File: config.mk
export PLATFORM = sky130hd
export DESIGN_NAME = m_ifetch_queue
export DESIGN_NICKNAME = d
export VERILOG_FILES = /design/src/rtl/m_ifetch_queue.sv
export SDC_FILE = /design/constraint.sdc
export NUM_CORES = 1
export LEC_CHECK = 0
export ABC_CLOCK_PERIOD_IN_PS = 2800
export CAP_MARGIN = 20
export CORE_ASPECT_RATIO = 1.1
export CORE_MARGIN = 5
export CORE_UTILIZATION = 40
export CTS_CLUSTER_DIAMETER = 80
export DETAILED_ROUTE_END_ITERATION = 8
export HOLD_SLACK_MARGIN = 0.03
export MAX_ROUTING_LAYER = met4
export SLEW_MARGIN = 25
export SYNTH_ARGS = -nofsm -noshare
export SYNTH_HDL_FRONTEND = slang
export SYNTH_SLANG_ARGS = --single-unit
File: constraint.sdc
create_clock -name w_clk -period 2.8 [get_ports w_clk]
set_input_delay 0.84 -clock w_clk [delete_from_list [all_inputs] [get_ports w_clk]]
set_output_delay 0.84 -clock w_clk [all_outputs]
set_load 0.02 [all_outputs]
File: src/rtl/m_ifetch_queue.sv
// Instruction fetch front end: req/ack memory port feeding a small prefetch FIFO
// that presents {pc, inst} to decode; a redirect flushes the FIFO and restarts fetch.
module m_ifetch_queue #(
    parameter int unsigned DEPTH    = 4,
    parameter logic [31:0] RESET_PC = 32'h0
) (
    input  logic        w_clk,
    input  logic        w_rst_n,
    output logic        w_mem_req,
    output logic [31:0] w_mem_addr,
    input  logic        w_mem_ack,
    input  logic [31:0] w_mem_rdata,
    output logic        w_inst_valid,
    output logic [31:0] w_inst,
    output logic [31:0] w_inst_pc,
    input  logic        w_inst_ready,
    input  logic        w_redirect,
    input  logic [31:0] w_redirect_pc
);

    localparam int unsigned XLEN  = 32;
    localparam int unsigned PTR_W = $clog2(DEPTH);
    localparam int unsigned CNT_W = PTR_W + 1;

    typedef struct packed {
        logic [XLEN-1:0] pc;
        logic [XLEN-1:0] inst;
    } entry_t;

    typedef enum logic [1:0] {
        S_IDLE  = 2'd0,
        S_FETCH = 2'd1,
        S_DROP  = 2'd2
    } state_t;

    state_t          state_q, state_d;
    logic [XLEN-1:0] fetch_pc_q, fetch_pc_d;
    logic [XLEN-1:0] mem_addr_q, mem_addr_d;
    logic            mem_req_q;
    logic [CNT_W-1:0] count_q;
    logic [PTR_W-1:0] wr_ptr_q, rd_ptr_q;
    entry_t          fifo_q [DEPTH];

    logic [XLEN-1:0]  redir_pc_c;
    logic [XLEN-1:0]  seq_pc_c;
    logic             mem_done_c;
    logic             pop_c;
    logic             push_c;
    logic [CNT_W-1:0] count_pop_c;
    logic [CNT_W-1:0] count_push_pop_c;

    assign redir_pc_c       = {w_redirect_pc[XLEN-1:2], 2'b00};
    assign seq_pc_c         = fetch_pc_q + XLEN'(4);
    assign mem_done_c       = mem_req_q & w_mem_ack;
    assign pop_c            = (count_q != '0) & w_inst_ready & ~w_redirect;
    assign count_pop_c      = count_q - CNT_W'(pop_c);
    assign count_push_pop_c = count_pop_c + CNT_W'(1);

    // State register and fetch address tracking
    always_ff @(posedge w_clk or negedge w_rst_n) begin
        if (!w_rst_n) begin
            state_q    <= S_IDLE;
            fetch_pc_q <= RESET_PC;
            mem_addr_q <= RESET_PC;
            mem_req_q  <= 1'b0;
        end else begin
            state_q    <= state_d;
            fetch_pc_q <= fetch_pc_d;
            mem_addr_q <= mem_addr_d;
            mem_req_q  <= (state_d != S_IDLE);
        end
    end

    // Next-state logic; a redirect always wins, DROP waits out the stale transaction
    always_comb begin
        state_d    = state_q;
        fetch_pc_d = fetch_pc_q;
        mem_addr_d = mem_addr_q;
        push_c     = 1'b0;
        case (state_q)
            S_IDLE: begin
                if (w_redirect) begin
                    state_d    = S_FETCH;
                    fetch_pc_d = redir_pc_c;
                    mem_addr_d = redir_pc_c;
                end else if (count_pop_c < CNT_W'(DEPTH)) begin
                    state_d    = S_FETCH;
                    mem_addr_d = fetch_pc_q;
                end
            end
            S_FETCH: begin
                if (w_redirect) begin
                    fetch_pc_d = redir_pc_c;
                    if (mem_done_c) begin
                        mem_addr_d = redir_pc_c;
                    end else begin
                        state_d = S_DROP;
                    end
                end else if (mem_done_c) begin
                    push_c     = 1'b1;
                    fetch_pc_d = seq_pc_c;
                    if (count_push_pop_c < CNT_W'(DEPTH)) begin
                        mem_addr_d = seq_pc_c;
                    end else begin
                        state_d = S_IDLE;
                    end
                end
            end
            S_DROP: begin
                if (w_redirect) begin
                    fetch_pc_d = redir_pc_c;
                end
                if (mem_done_c) begin
                    state_d    = S_FETCH;
                    mem_addr_d = w_redirect ? redir_pc_c : fetch_pc_q;
                end
            end
            default: begin
                state_d = S_IDLE;
            end
        endcase
    end

    // FIFO occupancy and pointers; redirect flushes and drops any pending pop
    always_ff @(posedge w_clk or negedge w_rst_n) begin
        if (!w_rst_n) begin
            count_q  <= '0;
            wr_ptr_q <= '0;
            rd_ptr_q <= '0;
        end else if (w_redirect) begin
            count_q  <= '0;
            wr_ptr_q <= '0;
            rd_ptr_q <= '0;
        end else begin
            count_q  <= count_q + CNT_W'(push_c) - CNT_W'(pop_c);
            wr_ptr_q <= wr_ptr_q + PTR_W'(push_c);
            rd_ptr_q <= rd_ptr_q + PTR_W'(pop_c);
        end
    end

    // FIFO storage
    always_ff @(posedge w_clk or negedge w_rst_n) begin
        if (!w_rst_n) begin
            for (int unsigned i = 0; i < DEPTH; i++) begin
                fifo_q[i] <= '0;
            end
        end else if (push_c) begin
            fifo_q[wr_ptr_q] <= '{pc: fetch_pc_q, inst: w_mem_rdata};
        end
    end

    assign w_mem_req    = mem_req_q;
    assign w_mem_addr   = mem_addr_q;
    assign w_inst_valid = (count_q != '0);
    assign w_inst       = fifo_q[rd_ptr_q].inst;
    assign w_inst_pc    = fifo_q[rd_ptr_q].pc;

endmodule

======== After elaboration in Yosys (flattened, before gate mapping) ========
Cells that the tools add are included.
storage, ports and cells
  register bits ........................... 330
  latch bits .............................. 0
  memory bits (writable) .................. 0
  bits in read-only memories .............. 0
  input bits .............................. 69
  output and inout bits ................... 98
  logic and storage cells ................. 81
  memories kept ........................... 0
operators by class
  $add $sub $neg .......................... 7
  multipliers ............................. 0
  div/mod/pow operators ................... 0
  magnitude comparators ................... 5
  eq/ne operators ......................... 7
  shift operators ......................... 0
  multiplexer cells ....................... 32
  bitwise gates (word level) .............. 6
  reductions and logical operators ........ 9
operator list
  kind                     count
  $mux W32                 10
  $bwmux W256              1
  $mux W64                 3
  $bmux W64 S2             1
  $demux W64 S2            1
  $pmux W32 S3             1
  $pmux W32 S2             1
  $add A32 B3 Y32 const B  1
  $mux W2                  9
  $ne A3 B3 Y1 const B     3
  $ge A3 B3 Y1 const B     2
  $lt A3 B3 Y1 const B     2
  $not A2 Y3               2
  $pmux W2 S3              1
  $reduce_bool A3 Y1       2
  $sub A3 B1 Y3            2
  $reduce_and A5 Y1        1
  $add A2 B1 Y2            2
  $ne A2 B2 Y1 const B     2
  $reduce_bool A2 Y1       2
  $add A3 B1 Y3            1
  $add A3 B1 Y3 const B    1
  $and A1 B1 Y1            3
  $lt A3 B1 Y1 const B     1
  9 further kinds          11

======== Longest topological paths before layout ========
  depth after elaboration ................. 11
  mapped depth ............................ 12
  gate-level depth less buffers ........... 9

======== Worst setup path after synthesis ========
Ideal clock, no wire load.
  kind .................................... input-to-reg
  from .................................... input w_redirect
  to ...................................... register mem_addr_q[5] (netlist: w_mem_addr[5])
  data arrival time ....................... 3,275 ps
  setup slack ............................. -600 ps
  stages on the path ...................... 11
  path buffers ............................ 3
  path through ............................ inv_1 > clkbuf_1 > clkbuf_1 > and3_1 > ha_1 > ha_1 > xor2_1 > xnor2_1 > o221ai_1 > buf_2 > mux2_2
between the ends
  longest elaborated chain between the ends .. 7
ends and longest elaborated chain
  item                                RTL line  RTL
  from (decl)                         17        input logic w_redirect,
  $not A1 Y1                          55        assign pop_c = (count_q != '0) & w_inst_ready & ~w_redirect;
  $and A1 B1 Y1                       55
  $sub A3 B1 Y3                       56        assign count_pop_c = count_q - CNT_W'(pop_c);
  $add A3 B1 Y3                       57        assign count_push_pop_c = count_pop_c + CNT_W'(1);
  $lt A3 B3 Y1                        102       if (count_push_pop_c < CNT_W'(DEPTH)) begin
  $ne A3 B3 Y1 (no source line)       n/a
  $reduce_and A5 Y1 (no source line)  n/a
  to (signal assigned)                69        mem_addr_q <= mem_addr_d;
  to (decl)                           38        logic [XLEN-1:0] mem_addr_q, mem_addr_d;
Parallel ways exist; a longest one is shown, timed or not. The select of a mux whose other input is x is not followed.
A chain may end at the register's enable or synchronous reset.

======== Worst setup path after layout ========
  from .................................... register rd_ptr_q[0]
  to ...................................... output w_inst[12]
between the ends
  longest elaborated chain between the ends .. 4
ends and longest elaborated chain
  item                              RTL line  RTL
  from (decl)                       41        logic [PTR_W-1:0] wr_ptr_q, rd_ptr_q;
  from (signal assigned)            137       rd_ptr_q <= rd_ptr_q + PTR_W'(pop_c);
  $not A2 Y3 (not written as such)  155       assign w_inst = fifo_q[rd_ptr_q].inst;
  $bmux W64 S2                      155
  $mux W64 (2 in series)            n/a
  to (decl)                         14        output logic [31:0] w_inst,
Every way passes these cells. The select of a mux whose other input is x is not followed.

==> summary.md <==
| Metric | Value |
|---|---|
| Sequential share of power | `34.7%` |
| Post-DP HPWL | `28200 um` |
| Top FF cell, synth | `dfrtp_1` |
| Post-synthesis sequential area ratio | `51.9%` |
| Worst hold path class | `input port to async pin` |
| Most numerous cell on the critical path | `buf_12` |
| Die Ht | `between 200 and 250 um` |
| PnR worst setup slack | `-130 ps` |
| CTS Root Cell | `clkbuf_16` |
| Slowest cell on the critical path | `dfrtp_4` |
| Final Power | `20.9 mW` |
| Routed via count | `10973` |
| Final slew viol count | `0` |
| Post-DR vias/cell | `roughly 5.6` |
| Clock Path Buffers | `3` |
| Pleak | `9.21 nW` |
| Async SR Flop Fraction | `between 90% and 100%` |
| N_diodes | `0` |
| Worst setup EP type | `primary output` |
| CTS Buf Count | `39` |
| Cells after synthesis | `1229` |
| RSZ-0062 raised after global routing | `true` |
| Worst path top cell family by delay | `buffers and inverters` |
| Routed WL | `42500 um` |
| Unique masters post-synth | `approximately 70` |
| Drt first pass iters | `6` |
| R2R Path End | `w_mem_addr[0]$_DFFE_PN0P_` |
| Layout cells sized above 1 | `36.2%` |
| Synth Cell Area | `roughly 16000 um^2` |
| First-pass GRT wire length | `67600 um` |
| Core area | `39300 um^2` |
| Reg2Reg Launch Point | `count_q[2]$_DFF_PN0_` |
| Clock sink count | `330` |
| Crit path DAT | `2090 ps` |
| Hold_buf cts | `0` |
| Status | `finished with violations` |
| Synthesis Warnings | `0` |
| Worst VDD drop | `639 uV` |
| DRT iter0 DRCs | `slightly below 700` |
| WL/cell | `around 22 um` |
| Hold Violations, Final | `0` |
| Clk_lat worst skew | `550 ps` |
| P_int | `around 14 mW` |
| Failing checks | `setup timing` |
| Die Wd | `200 um` |
| Crit-path cells | `buf_12 -> buf_12 -> buf_12 -> mux4_2 -> buf_6` |
| R2R depth | `11` |
| PwrDens | `1010 nW/um^2` |
| Initial antenna violation count | `0` |
| Setup crit start kind | `flop` |
| H-tree levels | `2` |
| Max frequency | `341 MHz` |
| Largest net degree at the start of global routing | `59` |
| Buf/Inv on CP | `4` |
| CTS tree | `built` |
| Setup CP Type | `flop to primary output` |
| P_sw | `a little over 7 mW` |
| FF+latch count, synth | `330` |
| Slew HR | `between 40% and 50%` |
| Maxcap violations | `0` |
| Slowest Stage Delay on Critical Path | `approximately 500 ps` |
| ANT nets after route | `0` |
| Total gr overflow | `0` |
| DIE AREA | `between 40000 and 50000 um^2` |
| Placed Cells | `~1900` |
| Setup TNS Final | `-4760 ps` |
| Post-Syn Nets | `roughly 1300` |
| Period utilization | `105%` |
| Nets | `1518` |
| R2R setup slack | `190 ps` |
| GP Congestion | `around 0.86` |
| Most common cell after layout, fill and taps aside | `dfrtp_1` |
| Buffers added on ports | `164` |
| Commonest cells after routing, fill and taps aside | `328 x dfrtp_1, 196 x mux2_2, 97 x clkdlybuf4s50_1` |
| Least-Margin Pin Slew | `just under 800 ps` |
| Num rows | `76` |
| Clk_skew | `23.7 ps` |
| Setup WS pre-CTS | `-246 ps` |
| Share of total power in the clock network | `25.2%` |
| Synthesis-to-layout area growth | `30.2%` |
| Sw frac | `a little over a third` |
| Number of flops mapped to enable cells by yosys | `0` |
| CP Data Required Time | `1960 ps` |
| Crit path time final | `2930 ps` |
| Starting Density | `40.5%` |
| Vias in the first global route | `around 12000` |
| Avg Inst Size Synth | `12.9 um^2` |
| Final non-filler cell total | `a little under 2000` |
| Total GRT Usage | `20.0%` |
| # DRC | `0` |
| Logic pwr share | `40.1%` |
| Worst-path clk slew | `60 ps` |
| CP Max Fanout | `6` |
| # IOs | `167` |
| Setup Viol. Count Final | `60` |
==> layout make-up <==
class,instances,area (um^2)
clock inverter,12,168
multi-input combinational,770,7240
clock buffer,55,1180
tap,507,634
fill,3336,18600
timing repair buffer,277,3140
sequential,330,8270
inverter,23,86.3
==> cell usage after synthesis (4+ instances only) <==
cell type,instances,area (um^2)
o21ai_1,19,95.1
xnor2_1,10,87.6
nand3_1,26,130
mux4_2,64,1440
clkbuf_1,63,236
nor3_1,8,40.0
nor2_1,27,101
and3_1,5,31.3
dfrtp_1,330,8260
mux2_2,198,2230
a221oi_1,5,43.8
nor4_1,5,31.3
and2_1,7,43.8
nand2b_1,8,50.1
a31oi_1,7,43.8
o21ai_0,54,270
a22oi_1,4,30.0
o32ai_1,5,43.8
and4_1,8,70.1
nand4_1,21,131
buf_2,34,170
buf_1,8,30.0
mux2i_1,22,220
mux2_1,68,766
a21oi_1,35,175
inv_1,22,82.6
ha_1,7,87.6
o31ai_1,4,30.0
o22ai_1,6,37.5
nor2b_1,9,56.3
a21boi_0,4,30.0
nand2_1,78,293
==> cells by family after synthesis <==
family	count (synthesis)	synth area share, %
xor+xnor	12	0.661
flops	330	51.9
buf+inv	129	3.33
fa+ha+maj	8	0.676
simple gates	223	7.33
mux	352	29.3
compound gates	175	6.83
==> worst reg2reg max path: stages (launching register included) <==
cell,delay [ps]
dfrtp_1,440
or3_1,430
and3_4,220
ha_4,160
ha_4,150
xor2_2,170
a32oi_2,260
o221ai_4,160
buf_4,200
buf_12,140
nand2_1,60
o21ai_0,90
==> state kept, by name (all words and copies together) (netlist names) <==
name,count
wr_ptr_q,2
w_mem_addr,32
w_mem_req,1
fetch_pc_q,32
rd_ptr_q,2
fifo_q,256
state_q,2
count_q,3
==> metal layers <==
layer	track usage, %	wire (um)	up-vias
li1	-	-	4955
met1	26.3	18900	5674
met2	32.9	20800	281
met3	3.27	1920	63
met4	5.21	840	0
met5	-	0	-
==> power by group through the flow <==
| stage | Sequential (mW) | Clock [mW] | Combinational, mW |
|---|---|---|---|
| 6_report | 7.27 | 5.27 | 8.39 |
| 5_1_grt | 7.48 | 5.62 | 9.04 |
| 4_1_cts | 7.27 | 5.44 | 8.27 |
| 3_5_place_dp | 7.34 | 0 | 8.00 |
| 3_3_place_gp | 7.29 | 0 | 7.88 |
| 2_1_floorplan | 6.93 | 0 | 4.83 |
==> how the worst max path moves through the flow <==
stage | from | to | cells past startpoint
3_5_place_dp | w_inst_ready | w_mem_addr[9]$_DFFE_PN0P_ | 9
4_1_cts | rd_ptr_q[0]$_DFF_PN0_ | w_inst[23] | 6
6_report | rd_ptr_q[0]$_DFF_PN0_ | w_inst[12] | 5
5_1_grt | rd_ptr_q[0]$_DFF_PN0_ | w_inst_pc[7] | 5
2_1_floorplan | w_redirect | w_mem_addr[5]$_DFFE_PN0P_ | 11
3_3_place_gp | w_inst_ready | w_mem_addr[9]$_DFFE_PN0P_ | 9
==> stage by stage <==
stage | hold WS (ps) | utilization, % | instance area [um^2]
floorplan | 445 | - | 16000
global placement | 461 | 48.1 | 18900
detailed placement | 469 | 48.1 | 18900
CTS | 236 | 52.3 | 20500
global route | 275 | 52.7 | 20700
finish | 256 | 52.7 | 20700
==> timing repair <==
| item | 4_1_cts | 5_1_grt |
|---|---|---|
| cloned | 5 | 2 |
| gates resized for setup | 353 | 43 |
| endpoints found under the setup margin | 65 | 73 |
| setup buffers | 16 | 6 |
(Power assumes the default switching activity.)
